==> src/rtl/led_step_ctrl.sv <==
// led_step_ctrl
//   Control front end for the LED shifter. Three push buttons (speed,
//   direction, pause) are synchronized and debounced. Their press events
//   drive the step prescaler and the direction and run flags that the
//   shifter consumes.
//
// Ports
//   clk_50M    in   system clock (single clock domain)
//   reset      in   synchronous, active-high
//   btn_speed  in   async button: each press advances speed_idx (mod 4)
//   btn_dir    in   async button: each press toggles dir
//   btn_pause  in   async button: each press toggles running
//   step_tick  out  one-cycle step enable, every P clocks while running
//   dir        out  0 = shift left, 1 = shift right
//   running    out  1 = stepping enabled
//   speed_idx  out  [1:0] speed index, P = BASE_DIV >> speed_idx
//
// Parameters
//   DB_CYCLES  debounce stability window in clocks (>= 2)
//   BASE_DIV   step period at speed index 0 (multiple of 8, >= 16)

// ---------------------------------------------------------------------------
// Per-button synchronizer + debouncer.
//   btn    in   raw asynchronous button level
//   press  out  high in the cycle whose edge moves 'stable' from 0 to 1
// ---------------------------------------------------------------------------
module led_step_db #(
    parameter int DB_CYCLES = 1_000_000
) (
    input  logic clk_50M,
    input  logic reset,
    input  logic btn,
    output logic press
);
    localparam int CW = (DB_CYCLES > 1) ? $clog2(DB_CYCLES) : 1;
    localparam logic [CW-1:0] CNT_LAST = CW'(DB_CYCLES - 1);

    logic          s1_q;
    logic          s2_q;
    logic          stable_q, stable_d;
    logic [CW-1:0] cnt_q, cnt_d;

    // The counter only runs while the synchronized level disagrees with
    // 'stable'; any agreeing cycle clears it, so glitches shorter than the
    // window never reach 'stable'.
    always_comb begin
        stable_d = stable_q;
        cnt_d    = '0;
        press    = 1'b0;
        if (s2_q != stable_q) begin
            if (cnt_q == CNT_LAST) begin
                stable_d = s2_q;
                // Acted on at the same edge 'stable' rises; releases are ignored.
                press    = s2_q;
            end else begin
                cnt_d = cnt_q + 1'b1;
            end
        end
    end

    always_ff @(posedge clk_50M) begin
        if (reset) begin
            s1_q     <= 1'b0;
            s2_q     <= 1'b0;
            cnt_q    <= '0;
            stable_q <= 1'b0;
        end else begin
            s1_q     <= btn;
            s2_q     <= s1_q;
            cnt_q    <= cnt_d;
            stable_q <= stable_d;
        end
    end
endmodule

// ---------------------------------------------------------------------------
// Top level
// ---------------------------------------------------------------------------
module led_step_ctrl #(
    parameter int DB_CYCLES = 1_000_000,
    parameter int BASE_DIV  = 25_000_000
) (
    input  logic       clk_50M,
    input  logic       reset,
    input  logic       btn_speed,
    input  logic       btn_dir,
    input  logic       btn_pause,
    output logic       step_tick,
    output logic       dir,
    output logic       running,
    output logic [1:0] speed_idx
);
    localparam int NUM_BTN   = 3;
    localparam int BTN_SPEED = 0;
    localparam int BTN_DIR   = 1;
    localparam int BTN_PAUSE = 2;

    // Prescaler width: BASE_DIV-1 is the largest count ever held.
    localparam int PW = $clog2(BASE_DIV);
    localparam logic [PW-1:0] TC0 = PW'((BASE_DIV >> 0) - 1);
    localparam logic [PW-1:0] TC1 = PW'((BASE_DIV >> 1) - 1);
    localparam logic [PW-1:0] TC2 = PW'((BASE_DIV >> 2) - 1);
    localparam logic [PW-1:0] TC3 = PW'((BASE_DIV >> 3) - 1);

    logic [NUM_BTN-1:0] btn_raw;
    logic [NUM_BTN-1:0] press;

    assign btn_raw = {btn_pause, btn_dir, btn_speed};

    generate
        for (genvar i = 0; i < NUM_BTN; i++) begin : g_db
            led_step_db #(
                .DB_CYCLES (DB_CYCLES)
            ) u_db (
                .clk_50M (clk_50M),
                .reset   (reset),
                .btn     (btn_raw[i]),
                .press   (press[i])
            );
        end
    endgenerate

    logic [PW-1:0] pre_cnt_q, pre_cnt_d;
    logic [PW-1:0] tc_val;
    logic          step_tick_q, step_tick_d;
    logic          dir_q, dir_d;
    logic          running_q, running_d;
    logic [1:0]    speed_idx_q, speed_idx_d;

    always_comb begin
        case (speed_idx_q)
            2'd0:    tc_val = TC0;
            2'd1:    tc_val = TC1;
            2'd2:    tc_val = TC2;
            default: tc_val = TC3;
        endcase

        running_d   = running_q ^ press[BTN_PAUSE];
        dir_d       = dir_q ^ press[BTN_DIR];
        // 2-bit add wraps 3 -> 0 on its own.
        speed_idx_d = speed_idx_q + {1'b0, press[BTN_SPEED]};
        step_tick_d = 1'b0;
        pre_cnt_d   = pre_cnt_q;

        // A speed change restarts the period and beats a coinciding terminal
        // count. Counting follows the post-toggle run flag: a pause that lands
        // on the terminal count freezes the prescaler at P-1, so the held tick
        // is delivered on the resume edge.
        if (press[BTN_SPEED]) begin
            pre_cnt_d = '0;
        end else if (running_d) begin
            if (pre_cnt_q == tc_val) begin
                pre_cnt_d   = '0;
                step_tick_d = 1'b1;
            end else begin
                pre_cnt_d = pre_cnt_q + 1'b1;
            end
        end
    end

    always_ff @(posedge clk_50M) begin
        if (reset) begin
            pre_cnt_q   <= '0;
            step_tick_q <= 1'b0;
            dir_q       <= 1'b0;
            running_q   <= 1'b1;
            speed_idx_q <= 2'd0;
        end else begin
            pre_cnt_q   <= pre_cnt_d;
            step_tick_q <= step_tick_d;
            dir_q       <= dir_d;
            running_q   <= running_d;
            speed_idx_q <= speed_idx_d;
        end
    end

    assign step_tick = step_tick_q;
    assign dir       = dir_q;
    assign running   = running_q;
    assign speed_idx = speed_idx_q;
endmodule

==> config.mk <==
export PLATFORM = sky130hd
export DESIGN_NAME = led_step_ctrl
export DESIGN_NICKNAME = d
export VERILOG_FILES = /design/src/rtl/led_step_ctrl.sv
export SDC_FILE = /design/constraint.sdc
export NUM_CORES = 1
export LEC_CHECK = 0
export ABC_AREA = 1
export CAP_MARGIN = 15
export CORE_UTILIZATION = 58
export CTS_BUF_LIST = sky130_fd_sc_hd__clkbuf_2 sky130_fd_sc_hd__clkbuf_4 sky130_fd_sc_hd__clkbuf_8
export CTS_CLUSTER_DIAMETER = 30
export DETAILED_ROUTE_END_ITERATION = 16
export PLACE_DENSITY_LB_ADDON = 0.25
export SYNTH_ARGS = -nofsm -noshare
export SYNTH_HDL_FRONTEND = slang
export SYNTH_HIERARCHICAL = 1
export SYNTH_SLANG_ARGS = --single-unit
==> constraint.sdc <==
create_clock -name clk_50M -period 2.24 [get_ports clk_50M]
set_input_delay 0.336 -clock clk_50M [delete_from_list [all_inputs] [get_ports clk_50M]]
set_output_delay 0.336 -clock clk_50M [all_outputs]
set_load 0.01 [all_outputs]
==> results list <==
- The flow ran to the end, and the final reports show no timing, DRC or antenna violations.
* Count of H-tree levels built during CTS: 3
- The count of final max-slew check failures was 0.
- The floorplan step defined a core boundary enclosing ~0.009 sq mm.
- In this run the cell area measured after placement is approximately 0.0055 sq mm.
* Top fanout value on the critical path: 5
- The tightest min-delay check is of the flop to flop type.
* Initial Utilization: 0.599
- Headroom to the max-slew limit came out at 0.455.
- Synth cell types: 30
- TritonCTS built the clock tree.
* Total Routed Length: about 11 mm
- Number of routed nets with antenna violations: 0
- Post-synth top area cell: sky130_fd_sc_hd__dfxtp_1
- The number of hold violations in the final report was 0.
* Pin count of the biggest net entering global routing: 23
- In the final layout, the share of cells above drive strength 1 is 0.124.
* Post-synthesis compound-gate area fraction: 0.0360
- On the final layout, the worst clock skew is 0.0135 ns.
* Sequential-to-total area share from yosys stat: 0.378
- The longest clock path from root to sink contains 2 buffers.
* Post-route cell area: 0.00576 sq mm
- The worst setup path is of the flop to flop kind.
- Count of nets after finishing: around 830
* Die boundary width: ~97 um
- Minimum clock period: 2.19 ns
* Count of hold buffers inserted by post-cts repair: 0
- Count of synthesis-stage warnings from yosys: 6
- Root buffer cell: sky130_fd_sc_hd__clkbuf_8
- After detailed routing, the number of remaining DRC violations is 0.
- Number of setup violations in the final report: 0
- Inserted Diodes: 0
* Top-area cell type share of the netlist area: 0.378
* Count of maximum capacitance violations: 0
- Arrival time at the worst endpoint: 2.45 ns
* Mapped Nets: between 700 and 800
* Synth-to-layout area growth: 9.77%
* Areal power density over the cells: around 500 mW/mm^2
* Area share of fa/ha/maj cells after synthesis: 0.0119
- The worst setup path is captured at a flop.
- Worst slew pin tran: approximately 0.82 ns
- Number of input and output port buffers inserted: 9
* First-pass GRT wire length: 18.5 mm
- Clock insertion delay at the later pin of the skew report: between 0.3 and 0.4 ns
- Combinational family with the most area after synthesis: simple AND/OR/NAND/NOR gates
* GRT Util Overall: 0.232
* Yosys reg bits: 99
- The die is just under 100 um tall.
- Clock-pin slew on the worst setup and hold paths: 0.10 ns
- Dpl hpwl: approximately 8 mm
- Initial antenna violation count: 0
- Final worst path period share: 0.979
- Average routed wire per standard cell: 11.5 um
* Final weighted congestion of routability-driven global placement: about 0.9
* Total number of clock tree sinks: 99
- DR pass1 iterations: 5
- The number of clock buffers added by TritonCTS is 9.
- For this design the top-level I/O count stands at 10.
- Syn Area/Cell: approximately 6.7 sq um
- Number of DRC violations after detailed-routing iteration 0: 211
- After synthesis, the share of cell area in mux cells is 0.00191.
- The via count of the first global-routing pass is between 4000 and 5000.
- After synthesis, the cell types taking the most area are sky130_fd_sc_hd__dfxtp_1 (38%), sky130_fd_sc_hd__nand2_1 (16%), sky130_fd_sc_hd__nor2_1 (13%).
- The worst setup path is launched from a flop.
- Commonest non-fill, non-tap cell in the layout: sky130_fd_sc_hd__nand2_1
* Reg2Reg Setup Slack: about 0.048 ns
- In the synthesized netlist, the number of instances is 788.
- The floorplan step defined a die boundary enclosing about 0.0094 sq mm.
* Highest attainable clock frequency: 0.456 GHz
* Routed vias: roughly 4700
- Leading cell types in the layout, fill and taps excluded: sky130_fd_sc_hd__nand2_1 (224), sky130_fd_sc_hd__nor2_1 (172), sky130_fd_sc_hd__dfxtp_1 (97)
* VDD IR-drop max: 0.316 mV
- Share of the synthesized netlist area taken by xor and xnor gates: 0.0834
- Standard-cell rows: 34
- Post-synthesis cell area: 0.00525 sq mm
* Overflow after GRT: 0
* Via-to-Cell Ratio: around 5.1
- Overall power of the completed layout: 2.88 mW
- Smallest hold slack: approximately 0.4 ns
- Standby leakage power: slightly above 2 nW
- Of the total synthesized cell area, the portion taken by AND, OR, NAND and NOR gates is 0.405.
* Required arrival time at the worst endpoint: approximately 2.5 ns
-- worst max-delay path: stages (launching register included) --
cell and delay (ns):
sky130_fd_sc_hd__dfxtp_2 0.37, sky130_fd_sc_hd__ha_4 0.15, sky130_fd_sc_hd__nand3_4 0.10, sky130_fd_sc_hd__inv_4 0.09, sky130_fd_sc_hd__nand3_4 0.08, sky130_fd_sc_hd__nor4_2 0.26
sky130_fd_sc_hd__buf_4 0.18, sky130_fd_sc_hd__inv_2 0.04, sky130_fd_sc_hd__nand2_1 0.07, sky130_fd_sc_hd__nand2_2 0.10, sky130_fd_sc_hd__nor2_2 0.10, sky130_fd_sc_hd__nand2_2 0.09
sky130_fd_sc_hd__nor2_4 0.17, sky130_fd_sc_hd__nand2_2 0.07, sky130_fd_sc_hd__xor2_1 0.15, sky130_fd_sc_hd__nor2_2 0.05
-- synth_stat cells --
master	number
sky130_fd_sc_hd__a21o_1	1
sky130_fd_sc_hd__a21oi_1	21
sky130_fd_sc_hd__buf_2	1
sky130_fd_sc_hd__buf_4	1
sky130_fd_sc_hd__buf_6	8
sky130_fd_sc_hd__clkinv_1	1
sky130_fd_sc_hd__dfxtp_1	99
sky130_fd_sc_hd__ha_1	5
sky130_fd_sc_hd__inv_1	79
sky130_fd_sc_hd__inv_2	11
sky130_fd_sc_hd__mux2i_1	1
sky130_fd_sc_hd__nand2_1	229
sky130_fd_sc_hd__nand2_2	2
sky130_fd_sc_hd__nand3_1	34
sky130_fd_sc_hd__nand3_2	9
sky130_fd_sc_hd__nand3b_1	2
sky130_fd_sc_hd__nand3b_2	3
sky130_fd_sc_hd__nand4_1	5
sky130_fd_sc_hd__nor2_1	175
sky130_fd_sc_hd__nor2_2	23
sky130_fd_sc_hd__nor2_4	1
sky130_fd_sc_hd__nor3_1	5
sky130_fd_sc_hd__nor4_1	3
sky130_fd_sc_hd__o21ai_1	1
sky130_fd_sc_hd__o21ai_2	3
sky130_fd_sc_hd__o21bai_1	6
sky130_fd_sc_hd__or2_0	6
sky130_fd_sc_hd__or2_2	3
sky130_fd_sc_hd__xnor2_1	19
sky130_fd_sc_hd__xor2_1	31
-- final timing paths --
| kind | startpoint | to | cells past startpoint |
|---|---|---|---|
| min | g_db[1].u_db/s1_q | g_db[1].u_db/s2_q | 2 |
| max | g_db[2].u_db/cnt_q[1] | pre_cnt_q[20] | 15 |
| max reg2reg | g_db[2].u_db/cnt_q[1] | pre_cnt_q[20] | 15 |
| min reg2reg | g_db[1].u_db/s1_q | g_db[1].u_db/s2_q | 2 |
-- sequential cells by signal (all words and copies together), names as in the netlist --
signal / cells
g_db.u_db/cnt_q: 60
pre_cnt_q: 25
g_db.u_db/s1_q: 3
g_db.u_db/s2_q: 3
g_db.u_db/stable_q: 3
speed_idx: 2
dir: 1
running: 1
step_tick: 1
-- layout make-up --
cell class	count	area (sq um)
repair buffers	26	230
clock buffers	9	124
flip-flops and latches	99	1980
inverters	91	344
fillers	755	3000
multi-input cells	588	2890
clock inverters	7	52.6
well taps	108	135
-- kinds of logic after synthesis --
group,after synthesis
AND/OR/NAND/NOR,500
buffers and inverters,101
flip-flops,99
XOR/XNOR,50
AO/OA/AOI/OAI,32
adder cells (fa/ha/maj),5
multiplexers,1
-- repair_timing --
| item | in CTS | in global routing |
|---|---|---|
| hold endpoints to repair | 0 | 0 |
| setup endpoints to repair | 6 | 17 |
| pin swaps | 2 | 7 |
| gates resized for setup | 5 | 15 |
| buffers inserted | 1 | 4 |
-- layer usage --
metal  track usage  wire (um)  up-vias
li1              -          -     2450
met1         0.293       4780     2158
met2         0.401       5270      108
met3        0.0353        497       16
met4        0.0792        149        0
met5             0          0        -
-- where the power goes --
group / total (mW) / leakage (nW) / internal (mW) / switching [mW]
clock network: 1.04 / 0.0900 / 0.412 / 0.630
logic: 0.0641 / 1.18 / 0.0261 / 0.0380
registers: 1.78 / 0.800 / 1.77 / 0.00800
total: 2.88 / 2.07 / 2.21 / 0.676
-- through the flow --
stage,utilization,setup WS (ns),cells,setup TNS [ns]
after floorplan,-,0.115,788,0
after detailed placement,0.625,-0.0401,907,-0.0535
after global routing,0.658,-0.0822,928,-0.501
final,0.658,0.0478,928,0
after global placement,0.625,0.0550,907,0
after CTS,0.648,0.00269,924,0
Power figures use the tool's default switching activity.
